File: src/rtl/lock_sequencer_if.sv
// Handshake bundle between the canal-lock sequencer and the lock site:
// boat requests/occupancy in, gate and valve commands plus status out.
interface lock_sequencer_if #(
  parameter int LW = 4
);
  logic [1:0]    arrivReq;
  logic          poundOccu;
  logic [1:0]    gateOpen;
  logic          fillValve;
  logic          drainValve;
  logic [LW-1:0] level;
  logic          busy;
  logic          curSide;

  // master: the lock site (requests, sensors); slave: the sequencer
  modport master (
    output arrivReq, poundOccu,
    input  gateOpen, fillValve, drainValve, level, busy, curSide
  );

  modport slave (
    input  arrivReq, poundOccu,
    output gateOpen, fillValve, drainValve, level, busy, curSide
  );
endinterface

File: src/rtl/lock_sequencer.sv
// Two-gate canal lock sequencer: arbitrates low/high-side arrivals, equalizes,
// admits the boat, shifts the pound level and releases it at the far gate.
module lock_sequencer #(
  parameter int LEVEL_MAX = 8,
  parameter int DWELL     = 4,
  parameter int LW        = $clog2(LEVEL_MAX + 1)
) (
  input  logic            clk,
  input  logic            reset,
  lock_sequencer_if.slave bus
);
  localparam int            CW         = (DWELL > 1) ? $clog2(DWELL) : 1;
  localparam logic [LW-1:0] LEVEL_TOP  = LW'(LEVEL_MAX);
  localparam logic [CW-1:0] DWELL_LAST = CW'(DWELL - 1);

  localparam logic [2:0] IDLE      = 3'd0;
  localparam logic [2:0] EQ_IN     = 3'd1;
  localparam logic [2:0] OPEN_IN   = 3'd2;
  localparam logic [2:0] DWELL_IN  = 3'd3;
  localparam logic [2:0] SHIFT     = 3'd4;
  localparam logic [2:0] OPEN_OUT  = 3'd5;
  localparam logic [2:0] DWELL_OUT = 3'd6;

  logic [2:0]    state, stateNxt;
  logic [LW-1:0] level, valveTgt;
  logic [CW-1:0] cnt, cntNxt;
  logic          curSide, curSideNxt;
  logic          lastServed, lastServedNxt;
  logic          winSide, moving, atTgt, fill, drain;
  logic [1:0]    gateCmd;

  function automatic logic [LW-1:0] tgt(input logic side);
    return side ? LEVEL_TOP : '0;
  endfunction

  // Single requester wins outright; a tie goes to the side already at level,
  // otherwise alternates away from the side served last.
  always_comb begin
    if (bus.arrivReq == 2'b01)       winSide = 1'b0;
    else if (bus.arrivReq == 2'b10)  winSide = 1'b1;
    else if (level == tgt(1'b0))     winSide = 1'b0;
    else if (level == tgt(1'b1))     winSide = 1'b1;
    else                             winSide = ~lastServed;
  end

  always_comb begin
    valveTgt = (state == SHIFT) ? tgt(~curSide) : tgt(curSide);
    moving   = (state == EQ_IN) || (state == SHIFT);
    atTgt    = (level == valveTgt);
    fill     = moving && (level < valveTgt);
    drain    = moving && (level > valveTgt);
  end

  always_comb begin
    stateNxt      = state;
    cntNxt        = cnt;
    curSideNxt    = curSide;
    lastServedNxt = lastServed;
    case (state)
      IDLE:
        if (bus.arrivReq != 2'b00) begin
          curSideNxt = winSide;
          stateNxt   = (level == tgt(winSide)) ? OPEN_IN : EQ_IN;
        end
      EQ_IN:
        if (!bus.arrivReq[curSide]) stateNxt = IDLE;
        else if (atTgt)             stateNxt = OPEN_IN;
      OPEN_IN:
        if (bus.poundOccu) begin
          stateNxt = DWELL_IN;
          cntNxt   = '0;
        end else if (!bus.arrivReq[curSide]) begin
          stateNxt = IDLE;
        end
      DWELL_IN:
        if (!bus.poundOccu) begin
          stateNxt = OPEN_IN;
        end else if (cnt == DWELL_LAST) begin
          stateNxt      = SHIFT;
          lastServedNxt = curSide;
        end else begin
          cntNxt = cnt + CW'(1);
        end
      SHIFT:
        if (atTgt) stateNxt = OPEN_OUT;
      OPEN_OUT:
        if (!bus.poundOccu) begin
          stateNxt = DWELL_OUT;
          cntNxt   = '0;
        end
      DWELL_OUT:
        if (bus.poundOccu)          stateNxt = OPEN_OUT;
        else if (cnt == DWELL_LAST) stateNxt = IDLE;
        else                        cntNxt   = cnt + CW'(1);
      default: stateNxt = IDLE;
    endcase
  end

  always_ff @(posedge clk or negedge reset) begin
    if (!reset) begin
      state      <= IDLE;
      level      <= '0;
      cnt        <= '0;
      curSide    <= 1'b0;
      lastServed <= 1'b1;
    end else begin
      state      <= stateNxt;
      cnt        <= cntNxt;
      curSide    <= curSideNxt;
      lastServed <= lastServedNxt;
      if (fill && (level != LEVEL_TOP))  level <= level + LW'(1);
      else if (drain && (level != '0))   level <= level - LW'(1);
    end
  end

  // Entry phases open the served side's gate, exit phases the opposite one.
  always_comb begin
    gateCmd = '0;
    if ((state == OPEN_IN) || (state == DWELL_IN))        gateCmd[curSide]  = 1'b1;
    else if ((state == OPEN_OUT) || (state == DWELL_OUT)) gateCmd[~curSide] = 1'b1;
  end

  assign bus.gateOpen   = gateCmd;
  assign bus.fillValve  = fill;
  assign bus.drainValve = drain;
  assign bus.level      = level;
  assign bus.busy       = (state != IDLE);
  assign bus.curSide    = curSide;
endmodule

File: src/flat_wrapper.sv
// flat-port wrapper written by rule: the top's interface ports become plain ports
module lock_sequencer_flat 
#(
  parameter int LEVEL_MAX = 8,
  parameter int DWELL     = 4,
  parameter int LW        = $clog2(LEVEL_MAX + 1)
)
  (clk, reset, bus_arrivReq, bus_poundOccu, bus_gateOpen, bus_fillValve, bus_drainValve, bus_level, bus_busy, bus_curSide);
  lock_sequencer_if #(.LW(LW)) bus_i ();
  input  logic clk;
  input  logic reset;
  input wire logic [$bits(bus_i.arrivReq)-1:0] bus_arrivReq;
  input wire logic [$bits(bus_i.poundOccu)-1:0] bus_poundOccu;
  output wire logic [$bits(bus_i.gateOpen)-1:0] bus_gateOpen;
  output wire logic [$bits(bus_i.fillValve)-1:0] bus_fillValve;
  output wire logic [$bits(bus_i.drainValve)-1:0] bus_drainValve;
  output wire logic [$bits(bus_i.level)-1:0] bus_level;
  output wire logic [$bits(bus_i.busy)-1:0] bus_busy;
  output wire logic [$bits(bus_i.curSide)-1:0] bus_curSide;
  assign bus_i.arrivReq = bus_arrivReq;
  assign bus_i.poundOccu = bus_poundOccu;
  assign bus_gateOpen = bus_i.gateOpen;
  assign bus_fillValve = bus_i.fillValve;
  assign bus_drainValve = bus_i.drainValve;
  assign bus_level = bus_i.level;
  assign bus_busy = bus_i.busy;
  assign bus_curSide = bus_i.curSide;
  lock_sequencer #(.LEVEL_MAX(LEVEL_MAX), .DWELL(DWELL), .LW(LW)) u_core (.clk(clk), .reset(reset), .bus(bus_i));
endmodule
File: config.mk
export PLATFORM = sky130hd
export DESIGN_NAME = lock_sequencer_flat
export DESIGN_NICKNAME = d
export VERILOG_FILES = /design/src/rtl/lock_sequencer_if.sv /design/src/rtl/lock_sequencer.sv /design/src/flat_wrapper.sv
export SDC_FILE = /design/constraint.sdc
export NUM_CORES = 1
export LEC_CHECK = 0
export CORE_ASPECT_RATIO = 1.1
export CORE_MARGIN = 2
export CORE_UTILIZATION = 25
export CTS_BUF_LIST = sky130_fd_sc_hd__clkbuf_8
export DETAILED_ROUTE_END_ITERATION = 6
export RECOVER_POWER = 25
export SETUP_SLACK_MARGIN = 0.2
export SYNTH_ARGS = -nofsm -noshare
export SYNTH_HDL_FRONTEND = slang
export SYNTH_SLANG_ARGS = --single-unit
File: constraint.sdc
create_clock -name clk -period 5.8 [get_ports clk]
set_clock_uncertainty 0.05 [all_clocks]
set_input_delay 0.87 -clock clk [delete_from_list [all_inputs] [get_ports clk]]
set_output_delay 0.87 -clock clk [all_outputs]
set_load 0.02 [all_outputs]
Word level (Yosys, flattened, before mapping)
Index checks and enable logic that the tools add are counted.

storage, ports and cells
  bits in registers = 11
  bits of input ports = 5
  output and inout port bits = 10
  logic and storage cells = 96

operators by class
  add/sub/neg operators = 3
  order comparisons = 6
  equality and inequality tests = 23
  multiplexer cells = 37
  bitwise logic cells = 2
  reductions and logical operators = 20

operators with widths
  cell                                                                      number
  3-bit 2-to-1 mux                                                          11
  4-bit 2-to-1 mux                                                          6
  3-bit case mux with 7 select lines                                        1
  2-bit 2-to-1 mux                                                          8
  3-bit == test (second input constant)                                     3
  3-bit by 2-bit inequality test with 1-bit output (second input constant)  3
  4-bit == test                                                             2
  1-bit 2-to-1 mux                                                          8
  2-bit inequality test (second input constant)                             4
  2-bit case mux with 4 select lines                                        1
  4-bit nonzero test                                                        2
  7-bit AND reduction                                                       1
  3-bit by 2-bit == test with 1-bit output (second input constant)          2
  1-bit logical AND                                                         6
  5-bit AND reduction                                                       1
  4-bit by 1-bit adder with 4-bit output (second input constant)            1
  2-bit == test (second input constant)                                     2
  4-bit == test (second input constant)                                     1
  4-bit > comparator                                                        1
  4-bit logical NOT                                                         1
  1-bit by 2-bit < comparator with 1-bit output (second input constant)     2
  4-bit < comparator                                                        1
  2-bit by 1-bit inequality test with 1-bit output (second input constant)  2
  4-bit inequality test (second input constant)                             1
  14 further kinds                                                          20

Longest topological paths before layout
  word-level depth = 10
  depth in mapped cells = 15
  mapped depth without buffers = 13

Worst setup path after synthesis
OpenSTA, ideal clock, no wires.

  kind = flip-flop to output port
  from = reg u_core.state[2]
  to = out bus_drainValve
  data arrival time = 2.537 ns
  required time = 4.880 ns
  setup slack = 2.343 ns
  stages on the path, launching flop included = 7
  buffers on the path = 2
  cell sequence = dfrtp_1 clkbuf_1 clkbuf_1 nand2_1 xnor2_1 ha_1 a2111oi_0

on the way
  longest elaborated chain between the ends = 4
  elaborated cells on any way between the ends = 6
  those cells by class = 1 x order compare; 2 x eq/ne; 1 x mux; 2 x reduce/logical

RTL lines
  what                    RTL line                                    RTL
  start, declared         lock_sequencer.sv:24                        logic [2:0] state, stateNxt;
  start signal, assigned  lock_sequencer.sv:107                       state <= stateNxt;
  3-bit == test           lock_sequencer.sv:47, lock_sequencer.sv:48
  4-bit 2-to-1 mux        lock_sequencer.sv:47                        valveTgt = (state == SHIFT) ? tgt(~curSide) : tgt(curSide);
  4-bit > comparator      lock_sequencer.sv:51                        drain = moving && (level > valveTgt);
  1-bit logical AND (*)   lock_sequencer.sv:51
  end, declared           flat_wrapper.sv:16                          output wire logic [$bits(bus_i.drainValve)-1:0] bus_drainValve;

Mark *: on every way between the ends. The rest lies on a longest branch, timed or not.

Worst setup path after layout
  from = reg u_core.state[1]
  to = out bus_drainValve

The elaborated chain is that of the path after synthesis.

==> impl_results.md <==
* Detailed-route DRC error count at 0
* Mapped Cells at 110
* Die area at 4320 µm²
* CTS max path bufs at 2
* Synth Cell Area at 952 µm²
* Fmax achieved at 274 MHz
* # rows at 23
* Most area-hungry cell type in the Yosys netlist: dfrtp_1
* Status: finished clean
* RSZ-0062 raised after global routing: false
* Die span in x at 62.8 µm
* Yosys reg bits at 11
* I/O Pins at 15
* IO buf count at 14
* Final Hold Vio Count at 0
* GR Util met1 at 13.0%
* H-tree depth at 1
* Later-pin clock latency in the skew report at 240 ps
* Max-Cap Viols at 0
* Multi-input logic area at 618 µm²
* Fillers at 389
* Clk sinks at 11
* Starting Density at 26.1%
* Num CTS Buffers at 3
* GRT Util Overall at 10.9%
* Share of cells above drive strength 1 at 10.7%
* Cell with the most instances after synthesis: nand2_1
* Synthesized Nets at 120
* Vias in the first global route at 805
* Core area at 3650 µm²
* DP Wirelength at 1640 µm
* # nets final at 132
* Crit path kind: register to output port
* Via count at 854
* CP endpoint: bus_drainValve
* Ys async rst share at 100%
* Arr. time, crit path at 2740 ps
* Max-slew violations at 0
* Layout area overhead at 22.5%
* Pwr dens at 572 nW/µm²
* # setup viols final at 0
* Leakage dissipation at 0.000455 µW
* Most instantiated cells after synthesis: nand2_1, dfrtp_1, a21oi_1, o21ai_0, clkbuf_1
* Max-slew headroom at 59.5%
* Largest net degree at the start of global routing at 21
* Yosys cell types at 44
* Setup Fix Bufs, Post-CTS at 0
* Mapped Avg Cell Area at 8.66 µm²
* Setup crit end kind: output port
* Main area contributors after synthesis: dfrtp_1, nand2_1, ha_1, a21oi_1, mux2i_1
* FF-to-FF path depth at 13
* Top cell type's share of synthesized area at 26.3%
* VDD IR-drop max at 0.000122 V
* Worst Hold Class: register to register
* WL per Instance at 12.7 µm
* Synth warn at 0
* EDFF count, synth at 0
* CP startpoint kind: register
* Tmin final at 3660 ps
* DRT Pass-1 Iters at 4
* Detailed Route WL at 2180 µm
* Routability cong. at 0.815
* Met2 usage at 19.1%
* CTS tree: done
* Crit Path Max Fanout at 19
* Reg2reg end: u_core.bus.level[3]
* Vias per cell at 4.99
* ANT cells at 0
* Initial antenna violation count at 0
* Die Ht at 68.7 µm
* CTS Root Cell: clkbuf_8
* Detail Route Antenna Nets at 0
* Synth Flop Type: dfrtp_1
* Worst setup path start: u_core.state[1]
* Storage element area at 277 µm²
* Grt ovf at 0
* Hold buffers post-CTS at 0
* Post-cts resize count at 0
* Hold Slack at 424 ps
* Global-route wire length before repair at 3660 µm
* Worst R2R Start: u_core.state[1]
* WP data required at 4880 ps
* Worst Tran Pin Value at 607 ps
* Period utilization at 63.0%
* Busiest grt layer: met2
* Reg clk slew, reported paths at 60 ps
* GR Layer Usage met3 at 2.92%
* 1st-iter DRT viols at 57
* Register area share after synthesis at 29.0%
* Setup TNS at 0 ps
* Setup slack, reg-to-reg at 2630 ps
## how the worst min path moves through the flow
stage | start | end | slack, ps | cells after the start
floorplan | u_core.lastServed | u_core.lastServed | 390 | 2
global placement | u_core.lastServed | u_core.lastServed | 410 | 2
detailed placement | u_core.lastServed | u_core.lastServed | 410 | 2
CTS | u_core.lastServed | u_core.lastServed | 420 | 2
global route | u_core.lastServed | u_core.lastServed | 440 | 2
finish | u_core.lastServed | u_core.lastServed | 420 | 2
## worst max-delay path: stages, from the launching register on
cell and delay [ps]:
dfrtp_1 600, nor2_1 210, nand2_1 80, xnor2_1 160, ha_1 330, a2111oi_0 430, clkdlybuf4s50_1 690
## flip-flops by register name, indices dropped and copies added, names as in the netlist
register	cells
u_core.bus.level	4
u_core.cnt	2
u_core.lastServed	1
u_core.state	3
u_core.bus.curSide	1
## power by group
part	internal (µW)	leakage [µW]	switching [µW]
registers	113	0.000132	74.9
clock network	47.4	0.0000255	32.9
logic	198	0.000297	200
total	359	0.000455	308
## logic make-up after synthesis
kind of cell / after synthesis / share of synthesized area [%]
XOR/XNOR: 6 / 6.31
AO/OA/AOI/OAI: 32 / 23.5
AND/OR/NAND/NOR: 38 / 21.8
multiplexers: 5 / 5.91
flip-flops: 11 / 29.0
buffers and inverters: 13 / 6.04
adder cells (fa/ha/maj): 5 / 7.36
## metrics by stage
step                setup slack, ps  power (µW)  utilization (%)  cells  cell area (µm²)
detailed placement             2420         589             30.6    167             1120
global route                   1900         723             31.9    171             1170
floorplan                      2340         470                -    110              952
finish                         2140         667             31.9    171             1170
CTS                            2150         671             31.9    171             1170
global placement               2500         573             30.6    167             1120
## final cells by class
class                   count  area share (%)
well taps                  50            5.36
flip-flops and latches     11            23.7
multi-input cells          86            53.0
clock inverters             1           0.429
clock buffers               3            3.54
repair buffers             14            12.0
inverters                   6            1.93
## routing by layer
metal	part of all wire [%]	vias up
met4	1.1	0
met3	3.7	2
met1	45	403
met2	50	25
li1	-	424
met5	0	-
## cell usage in the layout, fill, tap and decap left out, types with 2 or more instances in the layout
cell and n:
o21ai_1 4, nand4_1 2, a2111oi_0 2, a31oi_1 3, nand3_1 2, clkbuf_8 3
nor3_1 2, dfrtp_1 10, nand3b_1 3, o22ai_1 2, nor2_1 4, nor3b_1 2
o21ai_0 6, inv_2 3, ha_1 4, xnor2_1 3, xor2_1 2, nand2_1 14
inv_1 3, mux2i_1 3, a22o_1 2, clkdlybuf4s50_1 13, a21oi_1 6, nand2b_1 2
(Power assumes the default switching activity.)
